--- src/rtl/prism_cfg_sequencer.sv ---
// Purpose : streams configuration words into PRISM's debug write port under debug
//           reset and shares that port with host register writes when idle.
// Latency : 1 cycle from an accepted host write or config word to dbg_wr; backpressure:
//           host_ready drops while a load runs, cfg_valid low stalls a load indefinitely.
//
// Ports:
//   clk, rst_n                       clock, synchronous active-low reset
//   host_addr/host_wdata/host_wr     host write request, accepted on host_wr & host_ready
//   host_ready                       high only in IDLE with no cfg_start this cycle
//   cfg_start/cfg_base/cfg_count/cfg_autorun   load request and its parameters
//   cfg_abort                        abandons a load in HOLD_RST or LOAD
//   cfg_wdata/cfg_valid/cfg_ready    config word stream
//   dbg_addr/dbg_wdata/dbg_wr        PRISM debug write port (registered)
//   prism_reset/prism_enable         PRISM debug_reset / fsm_enable (registered)
//   busy/done/aborted                status: busy, completion pulse, sticky abort flag
module prism_cfg_sequencer #(
    parameter int ADDR_W     = 6,
    parameter int DATA_W     = 32,
    parameter int CNT_W      = 5,
    parameter int RST_CYCLES = 2
) (
    input  logic              clk,
    input  logic              rst_n,
    input  logic [ADDR_W-1:0] host_addr,
    input  logic [DATA_W-1:0] host_wdata,
    input  logic              host_wr,
    output logic              host_ready,
    input  logic              cfg_start,
    input  logic [ADDR_W-1:0] cfg_base,
    input  logic [CNT_W-1:0]  cfg_count,
    input  logic              cfg_autorun,
    input  logic              cfg_abort,
    input  logic [DATA_W-1:0] cfg_wdata,
    input  logic              cfg_valid,
    output logic              cfg_ready,
    output logic [ADDR_W-1:0] dbg_addr,
    output logic [DATA_W-1:0] dbg_wdata,
    output logic              dbg_wr,
    output logic              prism_reset,
    output logic              prism_enable,
    output logic              busy,
    output logic              done,
    output logic              aborted
);

    localparam int TMR_W = $clog2(RST_CYCLES + 1);

    typedef enum logic [2:0] {
        S_IDLE     = 3'd0,
        S_HOLD_RST = 3'd1,
        S_LOAD     = 3'd2,
        S_RELEASE  = 3'd3,
        S_FINISH   = 3'd4
    } state_t;

    state_t            state_q, state_d;
    logic [TMR_W-1:0]  timer_q, timer_d;
    logic [CNT_W-1:0]  cnt_q, cnt_d;
    logic [ADDR_W-1:0] addr_q, addr_d;
    logic              autorun_q, autorun_d;
    logic [ADDR_W-1:0] dbg_addr_q, dbg_addr_d;
    logic [DATA_W-1:0] dbg_wdata_q, dbg_wdata_d;
    logic              dbg_wr_q, dbg_wr_d;
    logic              prism_reset_q, prism_reset_d;
    logic              prism_enable_q, prism_enable_d;
    logic              done_q, done_d;
    logic              aborted_q, aborted_d;

    // A start request in the same cycle steals the port from the host.
    assign host_ready = (state_q == S_IDLE) && !cfg_start;
    // An abort wins over the word offered in the same cycle.
    assign cfg_ready  = (state_q == S_LOAD) && !cfg_abort;
    assign busy       = (state_q != S_IDLE);

    assign dbg_addr     = dbg_addr_q;
    assign dbg_wdata    = dbg_wdata_q;
    assign dbg_wr       = dbg_wr_q;
    assign prism_reset  = prism_reset_q;
    assign prism_enable = prism_enable_q;
    assign done         = done_q;
    assign aborted      = aborted_q;

    always_comb begin
        state_d        = state_q;
        timer_d        = timer_q;
        cnt_d          = cnt_q;
        addr_d         = addr_q;
        autorun_d      = autorun_q;
        dbg_addr_d     = dbg_addr_q;
        dbg_wdata_d    = dbg_wdata_q;
        dbg_wr_d       = 1'b0;
        prism_reset_d  = prism_reset_q;
        prism_enable_d = prism_enable_q;
        done_d         = 1'b0;
        aborted_d      = aborted_q;

        case (state_q)
            S_IDLE: begin
                if (cfg_start) begin
                    addr_d         = cfg_base;
                    cnt_d          = cfg_count;
                    autorun_d      = cfg_autorun;
                    aborted_d      = 1'b0;
                    prism_enable_d = 1'b0;
                    prism_reset_d  = 1'b1;
                    timer_d        = TMR_W'(RST_CYCLES);
                    state_d        = S_HOLD_RST;
                end else if (host_wr) begin
                    dbg_wr_d    = 1'b1;
                    dbg_addr_d  = host_addr;
                    dbg_wdata_d = host_wdata;
                end
            end

            S_HOLD_RST: begin
                if (cfg_abort) begin
                    aborted_d = 1'b1;
                    state_d   = S_IDLE;
                end else begin
                    timer_d = timer_q - TMR_W'(1);
                    // Leave once the decremented timer has reached 1. Together with the
                    // start cycle and the first LOAD/RELEASE cycle this keeps
                    // prism_reset asserted RST_CYCLES cycles before the first write.
                    if ({1'b0, timer_q} <= (TMR_W + 1)'(2)) begin
                        state_d = (cnt_q != '0) ? S_LOAD : S_RELEASE;
                    end
                end
            end

            S_LOAD: begin
                if (cfg_abort) begin
                    aborted_d = 1'b1;
                    state_d   = S_IDLE;
                end else if (cfg_valid) begin
                    dbg_wr_d    = 1'b1;
                    dbg_addr_d  = addr_q;
                    dbg_wdata_d = cfg_wdata;
                    // Byte addressing of 32-bit words; wraps at the top of the window.
                    addr_d      = addr_q + ADDR_W'(4);
                    cnt_d       = cnt_q - CNT_W'(1);
                    if (cnt_q == CNT_W'(1)) begin
                        state_d = S_RELEASE;
                    end
                end
            end

            S_RELEASE: begin
                prism_reset_d = 1'b0;
                state_d       = S_FINISH;
            end

            S_FINISH: begin
                prism_enable_d = autorun_q;
                done_d         = 1'b1;
                state_d        = S_IDLE;
            end

            default: begin
                state_d = S_IDLE;
            end
        endcase
    end

    always_ff @(posedge clk) begin
        if (!rst_n) begin
            state_q        <= S_IDLE;
            timer_q        <= '0;
            cnt_q          <= '0;
            addr_q         <= '0;
            autorun_q      <= 1'b0;
            dbg_addr_q     <= '0;
            dbg_wdata_q    <= '0;
            dbg_wr_q       <= 1'b0;
            prism_reset_q  <= 1'b0;
            prism_enable_q <= 1'b0;
            done_q         <= 1'b0;
            aborted_q      <= 1'b0;
        end else begin
            state_q        <= state_d;
            timer_q        <= timer_d;
            cnt_q          <= cnt_d;
            addr_q         <= addr_d;
            autorun_q      <= autorun_d;
            dbg_addr_q     <= dbg_addr_d;
            dbg_wdata_q    <= dbg_wdata_d;
            dbg_wr_q       <= dbg_wr_d;
            prism_reset_q  <= prism_reset_d;
            prism_enable_q <= prism_enable_d;
            done_q         <= done_d;
            aborted_q      <= aborted_d;
        end
    end

endmodule

--- config.mk ---
export PLATFORM = sky130hd
export DESIGN_NAME = prism_cfg_sequencer
export DESIGN_NICKNAME = d
export VERILOG_FILES = /design/src/rtl/prism_cfg_sequencer.sv
export SDC_FILE = /design/constraint.sdc
export NUM_CORES = 1
export LEC_CHECK = 0
export CAP_MARGIN = 0
export CORE_ASPECT_RATIO = 1.5
export CORE_UTILIZATION = 44
export CTS_BUF_LIST = sky130_fd_sc_hd__clkbuf_16
export CTS_CLUSTER_SIZE = 25
export DETAILED_ROUTE_END_ITERATION = 16
export GPL_ROUTABILITY_DRIVEN = 0
export PLACE_DENSITY = 0.84
export SLEW_MARGIN = 20
export SYNTH_ARGS = -nofsm -noshare
export SYNTH_HDL_FRONTEND = slang
export SYNTH_SLANG_ARGS = --single-unit
export TNS_END_PERCENT = 10
--- constraint.sdc ---
create_clock -name clk -period 4.3 [get_ports clk]
set_input_delay 1.29 -clock clk [delete_from_list [all_inputs] [get_ports clk]]
set_output_delay 1.29 -clock clk [all_outputs]
set_load 0.05 [all_outputs]
==> run summary, run 1 <==
POWER AND IR DROP
----------------------------------------------------------------------------------
Leakage power                                                              1.65 nW
VDD IR-drop max                                                           0.298 mV
Fraction of power consumed by combinational cells                            0.317
Internal power consumption                                                 1.32 mW
Net Sw Power                                                                669 µW
P per Cell Area                                                         451 mW/mm²
Switching share of power                                                     0.336
Sequential power share                                                       0.342
Fraction of power consumed by the clock network                              0.340

GLOBAL ROUTING
----------------------------------------------------------------------------------
Wire length of the first global-routing pass                              12700 µm
Antenna violations before repair                                                 0
Global-route layer with the greatest usage                                    met2
Remaining global-route overflow                                                  0
GRT met2 Usage                                                               0.464
Total global-route track usage                                               0.248
Met1 Usage GRT                                                               0.249
Vias in the first global route                                                2899
Largest net degree at the start of global routing                               78
Met3 track demand over resource in global routing                           0.0677

CLOCK NETWORK
----------------------------------------------------------------------------------
Cell at the root of the clock tree                                    sky130_fd_sc_hd__clkbuf_16
Clock-pin slew on the worst setup and hold paths                             50 ps
Hold buffer count at CTS                                                         0
CTS tree                                                                     built
Deepest level of the CTS H-tree                                                  3
Inserted Clock Buffers                                                           9
Cells resized by post-CTS repair                                                 0
Setup repair bufs after CTS                                                      0
Insertion delay to the later sink of the worst-skew pair                    320 ps
Number of buffers on the longest clock path                                      2
TritonCTS Sinks                                                                 60

ROUTING
----------------------------------------------------------------------------------
Average via count per standard cell                                           5.32
Violation count after the first detailed-route iteration                       125
Routed via count                                                              2939
Number of detailed-route iterations in the first pass                            4
Remaining number of nets flagged by the antenna check after routing              0
Routed wire length per instance                                            14.8 µm
Total detailed-routing wirelength                                          8170 µm
Total DRC errors in the routed layout                                            0

WORST SETUP PATH
----------------------------------------------------------------------------------
Critical Path End Type                                                primary output
Slowest stage delay, CP                                                     490 ps
Maximum fanout along the worst path                                              6
Startpoint kind of the worst setup timing path                          input port
Cell chain of the critical path                                       clkdlybuf4s50_1 -> nor2_1 -> buf_4
Critical path class                                                         in2out
Crit path max-delay cell type                                         sky130_fd_sc_hd__clkdlybuf4s50_1
Worst Path Required                                                        3010 ps
Arrival time of the worst setup path                                       2170 ps

LOGIC SYNTHESIS
----------------------------------------------------------------------------------
Async S/R FF share, synth                                                        0
Post-synthesis instance total                                                  353
YS warnings                                                                      0
Synthesized Nets                                                               446
Combined area of all synthesized cells                                 0.00279 mm²
Most numerous cell in the Yosys netlist                               sky130_fd_sc_hd__nand2_1
Fraction of synthesized cell area taken by the top area cell type            0.431
Synth top cells by count                                              sky130_fd_sc_hd__nand2_1 (86), sky130_fd_sc_hd__dfxtp_1 (60), sky130_fd_sc_hd__nor2_1 (55), sky130_fd_sc_hd__a311oi_1 (39), sky130_fd_sc_hd__buf_2 (17)
Average footprint of a synthesized cell                                   7.89 µm²
Number of flops mapped to enable cells by yosys                                  0
Register bit total from synthesis                                               60
Biggest area consumer among synthesized cells                         sky130_fd_sc_hd__dfxtp_1
Largest cells by area after synthesis                                 sky130_fd_sc_hd__dfxtp_1 (43%), sky130_fd_sc_hd__a311oi_1 (12%), sky130_fd_sc_hd__nand2_1 (12%)
Part of the Yosys area used for sequential elements                          0.431
Post-synthesis cell type count                                                  42
Top_reg_cell synth                                                    sky130_fd_sc_hd__dfxtp_1

TIMING
----------------------------------------------------------------------------------
Worst-margin pin slew                                                       712 ps
Number of slew-limit violations in the final report                              0
Final setup violation count                                                      0
Final critical-path required period                                        3460 ps
Sum of negative setup slack                                                   0 ps
Post-route clock period utilization                                          0.806
Clock skew                                                                 7.40 ps
Worst max-slew margin expressed relative to the limit                        0.524
Setup repair after global routing missed its margin                          false
Fmax                                                                       289 MHz
Final hold vios                                                                  0
Tightest hold margin                                                        480 ps

JOB
----------------------------------------------------------------------------------
Reported max-cap violation count                                                 0

FINISH
----------------------------------------------------------------------------------
Filler cell count                                                              504
Final layout net count                                                         566
Area used by multi-input combinational logic                           0.00144 mm²
N_diodes                                                                         0
Area occupied by registers                                             0.00120 mm²
Layout cells sized above 1                                                  0.0586
Area growth syn-to-layout                                                    58.6%

FLOORPLAN
----------------------------------------------------------------------------------
Die footprint                                                          0.00666 mm²
Core Region                                                            0.00613 mm²
Initial Util                                                                 0.454
Number of I/O pins                                                             134
Overall die height                                                         99.5 µm
Number of standard-cell rows in the floorplan                                   35
Overall die width                                                          67.0 µm

WORST HOLD PATH
----------------------------------------------------------------------------------
Min-delay worst type                                                       reg2reg

PLACEMENT
----------------------------------------------------------------------------------
Post-detailed-placement half-perimeter wirelength                          5620 µm
Count of buffers inserted at the top-level ports                               133

STATUS
----------------------------------------------------------------------------------
Status                                                                finished clean

cell usage in the layout (no fill, tap or decap), types with 5 or more instances in the layout:
| cell | n |
|---|---|
| sky130_fd_sc_hd__nand2_1 | 86 |
| sky130_fd_sc_hd__clkdlybuf4s50_1 | 131 |
| sky130_fd_sc_hd__clkbuf_16 | 9 |
| sky130_fd_sc_hd__nor3_1 | 5 |
| sky130_fd_sc_hd__a311oi_1 | 39 |
| sky130_fd_sc_hd__ha_1 | 5 |
| sky130_fd_sc_hd__buf_4 | 6 |
| sky130_fd_sc_hd__a21oi_1 | 13 |
| sky130_fd_sc_hd__nand3_1 | 5 |
| sky130_fd_sc_hd__o21ai_0 | 6 |
| sky130_fd_sc_hd__nor2_1 | 55 |
| sky130_fd_sc_hd__inv_1 | 6 |
| sky130_fd_sc_hd__dfxtp_1 | 60 |
path summary, 6_finish.rpt:
path | cells after the start | endpoint | slack [ps] | start
max | 3 | cfg_ready | 840 | cfg_abort
min | 2 | cnt_q[1]$_SDFFE_PN0P_ | 480 | cnt_q[1]$_SDFFE_PN0P_
max reg2reg | 4 | addr_q[2]$_SDFFE_PN0P_ | 2200 | state_q[1]$_SDFFE_PN0P_
min reg2reg | 2 | cnt_q[1]$_SDFFE_PN0P_ | 480 | cnt_q[1]$_SDFFE_PN0P_
stage by stage:
step	instance area (µm²)	setup slack (ps)	util	power, mW	cells
after floorplan	2790	1040	-	1.09	353
after global placement	4140	860	0.674	1.31	536
after detailed placement	4140	840	0.674	1.33	536
after CTS	4420	837	0.721	2.01	552
after global routing	4420	743	0.721	2.08	552
final	4420	835	0.721	1.99	552
registers in the layout (all words and copies together) (netlist names):
signal and count:
cnt_q 5, addr_q 6, dbg_addr 6, dbg_wdata 32, prism_reset 1, autorun_q 1
done 1, prism_enable 1, timer_q 2, dbg_wr 1, aborted 1, state_q 3
power by group through the flow:
stage               registers [mW]  logic, mW  clock network (mW)
detailed placement           0.693      0.633                   0
CTS                          0.682      0.635               0.689
finish                       0.683      0.633               0.679
global placement             0.687      0.622                   0
floorplan                    0.837      0.252                   0
global route                 0.693      0.677               0.712
metal layers:
layer  routed length [µm]  share of wire  vias up
li1                     -              -     1477
met1                 3140           0.38     1362
met2                 4400           0.54       88
met3                  508          0.062       12
met4                  133          0.016        0
met5                    0              0        -
worst max-delay path, delay by kind of cell:
kind	cells	cell delay (ps)
buf+inv	2	710
simple gates	1	170
layout make-up:
cell class / instances / share of cell area
clock inverter: 7 / 0.0133
inverter: 6 / 0.00510
multi-input combinational: 258 / 0.326
clock buffer: 9 / 0.0510
sequential: 60 / 0.272
tap: 74 / 0.0210
timing repair buffer: 138 / 0.311
kinds of logic after synthesis:
| kind of cell | Yosys count | synth area share |
|---|---|---|
| compound gates | 74 | 0.202 |
| mux | 4 | 0.0148 |
| flops | 60 | 0.431 |
| simple gates | 174 | 0.270 |
| xor+xnor | 1 | 0.00314 |
| buf+inv | 35 | 0.0561 |
| fa+ha+maj | 5 | 0.0225 |
Power figures use the tool's default switching activity.
==> run 2: changes to the inputs <==
--- a/config.mk
+++ b/config.mk
@@ -7,12 +7,12 @@
 export LEC_CHECK = 0
 export CAP_MARGIN = 0
 export CORE_ASPECT_RATIO = 1.5
-export CORE_UTILIZATION = 44
+export CORE_UTILIZATION = 41
 export CTS_BUF_LIST = sky130_fd_sc_hd__clkbuf_16
 export CTS_CLUSTER_SIZE = 25
 export DETAILED_ROUTE_END_ITERATION = 16
 export GPL_ROUTABILITY_DRIVEN = 0
-export PLACE_DENSITY = 0.84
+export PLACE_DENSITY = 0.79
 export SLEW_MARGIN = 20
 export SYNTH_ARGS = -nofsm -noshare
 export SYNTH_HDL_FRONTEND = slang
==> constraint.sdc (replaced) <==
create_clock -name clk -period 3.3 [get_ports clk]
set_input_delay 0.99 -clock clk [delete_from_list [all_inputs] [get_ports clk]]
set_output_delay 0.99 -clock clk [all_outputs]
set_load 0.05 [all_outputs]
==> run 2 against run 1 <==
Effect of this change: sequential share of layout area fell by 0.077 points; largest cell class unchanged; die area increased by 7.1%; first-iteration DRC count rose by 13%; setup slack got worse by 530 ps; flip-flop and latch count unchanged; core utilization is 4.2 points lower; cell area rose by 0.28%; clock skew shrank 2.9 ps.
==> run summary, run 2 (synthesized netlist as in run 1, its figures left out) <==
STATUS
------------------------------------------------------------------------------------
Status                                                                  finished clean

GLOBAL ROUTING
------------------------------------------------------------------------------------
Total global-route track usage                                                 0.230   -0.0182
Remaining global-route overflow                                                    0   unchanged
Largest net degree at the start of global routing                                 78   unchanged
Vias in the first global route                                                  2894   -0.17%
Antenna violations before repair                                                   0   unchanged
Wire length of the first global-routing pass                                13100 µm   +3.3%

FINISH
------------------------------------------------------------------------------------
Final layout net count                                                           569   +0.53%
Layout cells sized above 1                                                    0.0605   +0.00197
Layout Cell Area excl Fill                                               0.00443 mm²   +0.28%
N_diodes                                                                           0   unchanged
Area growth syn-to-layout                                                      59.0%
Final instance count without filler cells                                        555   +0.54%
Final Util                                                                     0.679   -0.0423
Max reg flops                                                                     32   unchanged
Most used cells in the layout excluding fill and tap cells              sky130_fd_sc_hd__clkdlybuf4s50_1 (131), sky130_fd_sc_hd__nand2_1 (86), sky130_fd_sc_hd__dfxtp_1 (60), sky130_fd_sc_hd__nor2_1 (55), sky130_fd_sc_hd__a311oi_1 (39)
Most common cell after layout, fill and taps aside                      sky130_fd_sc_hd__clkdlybuf4s50_1

CLOCK NETWORK
------------------------------------------------------------------------------------
TritonCTS Sinks                                                                   60   unchanged
CTS tree                                                                       built
Insertion delay to the later sink of the worst-skew pair                      310 ps   about the same
Clock-pin slew on the worst setup and hold paths                               50 ps   about the same
Number of buffers on the longest clock path                                        2   unchanged
Setup repair bufs after CTS                                                        0   unchanged
Deepest level of the CTS H-tree                                                    3   unchanged
Cells resized by post-CTS repair                                                   0   unchanged
Hold buffer count at CTS                                                           0   unchanged
Inserted Clock Buffers                                                             9   unchanged
Cell at the root of the clock tree                                      sky130_fd_sc_hd__clkbuf_16

WORST SETUP PATH
------------------------------------------------------------------------------------
Crit path max-delay cell type                                           sky130_fd_sc_hd__clkdlybuf4s50_1
Arrival time of the worst setup path                                         2000 ps   -170 ps
Maximum fanout along the worst path                                                6   unchanged
Largest delay share family, worst path                                  buffers and inverters
Critical Path End Type                                                  primary output
Slowest stage delay, CP                                                       510 ps   +20 ps
Reg2reg path depth                                                                 4   unchanged
Cell chain of the critical path                                         clkdlybuf4s50_1 -> nor2_1 -> buf_12
Worst Path Required                                                          2310 ps   -700 ps
Depth of the critical timing path with buffers and inverters included              3   unchanged
Startpoint kind of the worst setup timing path                            input port
Critical path class                                                           in2out
Number of buffer and inverter stages on the critical path                          2   unchanged

TIMING
------------------------------------------------------------------------------------
Least setup slack across all paths after layout                               308 ps   -527 ps
Final critical-path required period                                          2990 ps
Tightest hold margin                                                          476 ps   -4.97 ps
Post-route clock period utilization                                            0.907
Worst-margin pin slew                                                         805 ps   +93.0 ps
Clock skew                                                                   4.46 ps   -2.94 ps
Number of slew-limit violations in the final report                                0   unchanged
Fmax                                                                         334 MHz
Sum of negative setup slack                                                     0 ps   unchanged
Final setup violation count                                                        0   unchanged
Final hold vios                                                                    0   unchanged
Setup repair after global routing missed its margin                            false
Worst max-slew margin expressed relative to the limit                          0.456   -0.0683

FLOORPLAN
------------------------------------------------------------------------------------
Core Region                                                              0.00653 mm²   +6.5%
Initial Util                                                                   0.427   -0.0279
Number of I/O pins                                                               134   unchanged
Number of standard-cell rows in the floorplan                                     36   +2.9%
Overall die width                                                            69.3 µm   +3.5%
Overall die height                                                            103 µm   +3.5%
Die footprint                                                            0.00714 mm²   +7.1%

ROUTING
------------------------------------------------------------------------------------
Routed via count                                                                2949   +0.34%
Remaining number of nets flagged by the antenna check after routing                0   unchanged
Total DRC errors in the routed layout                                              0   unchanged
Average via count per standard cell                                             5.31   -0.20%
Number of detailed-route iterations in the first pass                              4   unchanged
Routed wire length per instance                                              14.8 µm   -0.16%
Total detailed-routing wirelength                                            8200 µm   +0.38%
Violation count after the first detailed-route iteration                         141   +13%

POWER AND IR DROP
------------------------------------------------------------------------------------
Leakage power                                                                1.65 nW   +0.25%
P per Cell Area                                                           567 mW/mm²   +26%
VDD IR-drop max                                                             0.413 mV   +39%
Power Total                                                                  2.51 mW   +26%

PLACEMENT
------------------------------------------------------------------------------------
Count of buffers inserted at the top-level ports                                 133   unchanged
Post-detailed-placement half-perimeter wirelength                            5720 µm   +1.7%
Post-Place Cells                                                                 541   +0.93%
Worst slack at placement                                                      311 ps   -529 ps
Cell area after placement                                                0.00419 mm²   +1.2%

WORST HOLD PATH
------------------------------------------------------------------------------------
Cell depth of the worst hold path                                                  2   unchanged
Min-delay worst type                                                         reg2reg

JOB
------------------------------------------------------------------------------------
Reported max-cap violation count                                                   0   unchanged

## run 2: cell count changes in the layout (fill, tap and decap cells not counted)
cell / previous run / this run
sky130_fd_sc_hd__buf_12: 1 / 3
sky130_fd_sc_hd__clkinv_1: 3 / 4
sky130_fd_sc_hd__inv_1: 6 / 5
sky130_fd_sc_hd__buf_4: 6 / 7
sky130_fd_sc_hd__clkinvlp_4: 1 / 0
sky130_fd_sc_hd__bufinv_16: 1 / 0
## run 2: cell type report
type	instances	area (µm²)
Inverter	6	22.5
Timing Repair Buffer	141	1420
Tap cell	76	95.1
Sequential cell	60	1200
Multi-Input combinational cell	258	1440
Clock inverter	5	21.3
Clock buffer	9	225
Fill cell	554	2100
## run 2: worst paths after layout
kind / end / slack [ps] / from
setup / recovery: cfg_ready / 310 / cfg_abort
hold / removal: aborted$_SDFFE_PN0P_ / 480 / aborted$_SDFFE_PN0P_
setup reg to reg: addr_q[2]$_SDFFE_PN0P_ / 1250 / state_q[1]$_SDFFE_PN0P_
hold reg to reg: aborted$_SDFFE_PN0P_ / 480 / aborted$_SDFFE_PN0P_
## run 2: power breakdown
group | leakage [nW] | switching [mW] | internal [mW]
combinational | 1.04 | 0.507 | 0.351
clock | 0.123 | 0.297 | 0.487
sequential | 0.493 | 0.0539 | 0.817
## run 2: layer usage
metal	part of all wire	global-route usage	vias up	wire length (µm)
li1	-	-	1483	-
met1	0.39	0.242	1367	3230
met2	0.54	0.435	88	4420
met3	0.051	0.0538	11	422
met4	0.015	0.102	0	122
met5	0	0	-	0
## run 2: worst reg2reg max path: stages, from the launching register on
cell and delay (ps):
sky130_fd_sc_hd__dfxtp_1 580, sky130_fd_sc_hd__or3b_2 500, sky130_fd_sc_hd__buf_4 300, sky130_fd_sc_hd__or3_1 440, sky130_fd_sc_hd__a31oi_1 150
==> run 3: changes to the inputs <==
--- a/config.mk
+++ b/config.mk
@@ -9,6 +9,7 @@
 export CORE_ASPECT_RATIO = 1.5
 export CORE_UTILIZATION = 41
 export CTS_BUF_LIST = sky130_fd_sc_hd__clkbuf_16
+export CTS_CLUSTER_DIAMETER = 40
 export CTS_CLUSTER_SIZE = 25
 export DETAILED_ROUTE_END_ITERATION = 16
 export GPL_ROUTABILITY_DRIVEN = 0
==> results of run 3 <==
Same layout as run 2: the final DEF is identical, and so are final timing and power.
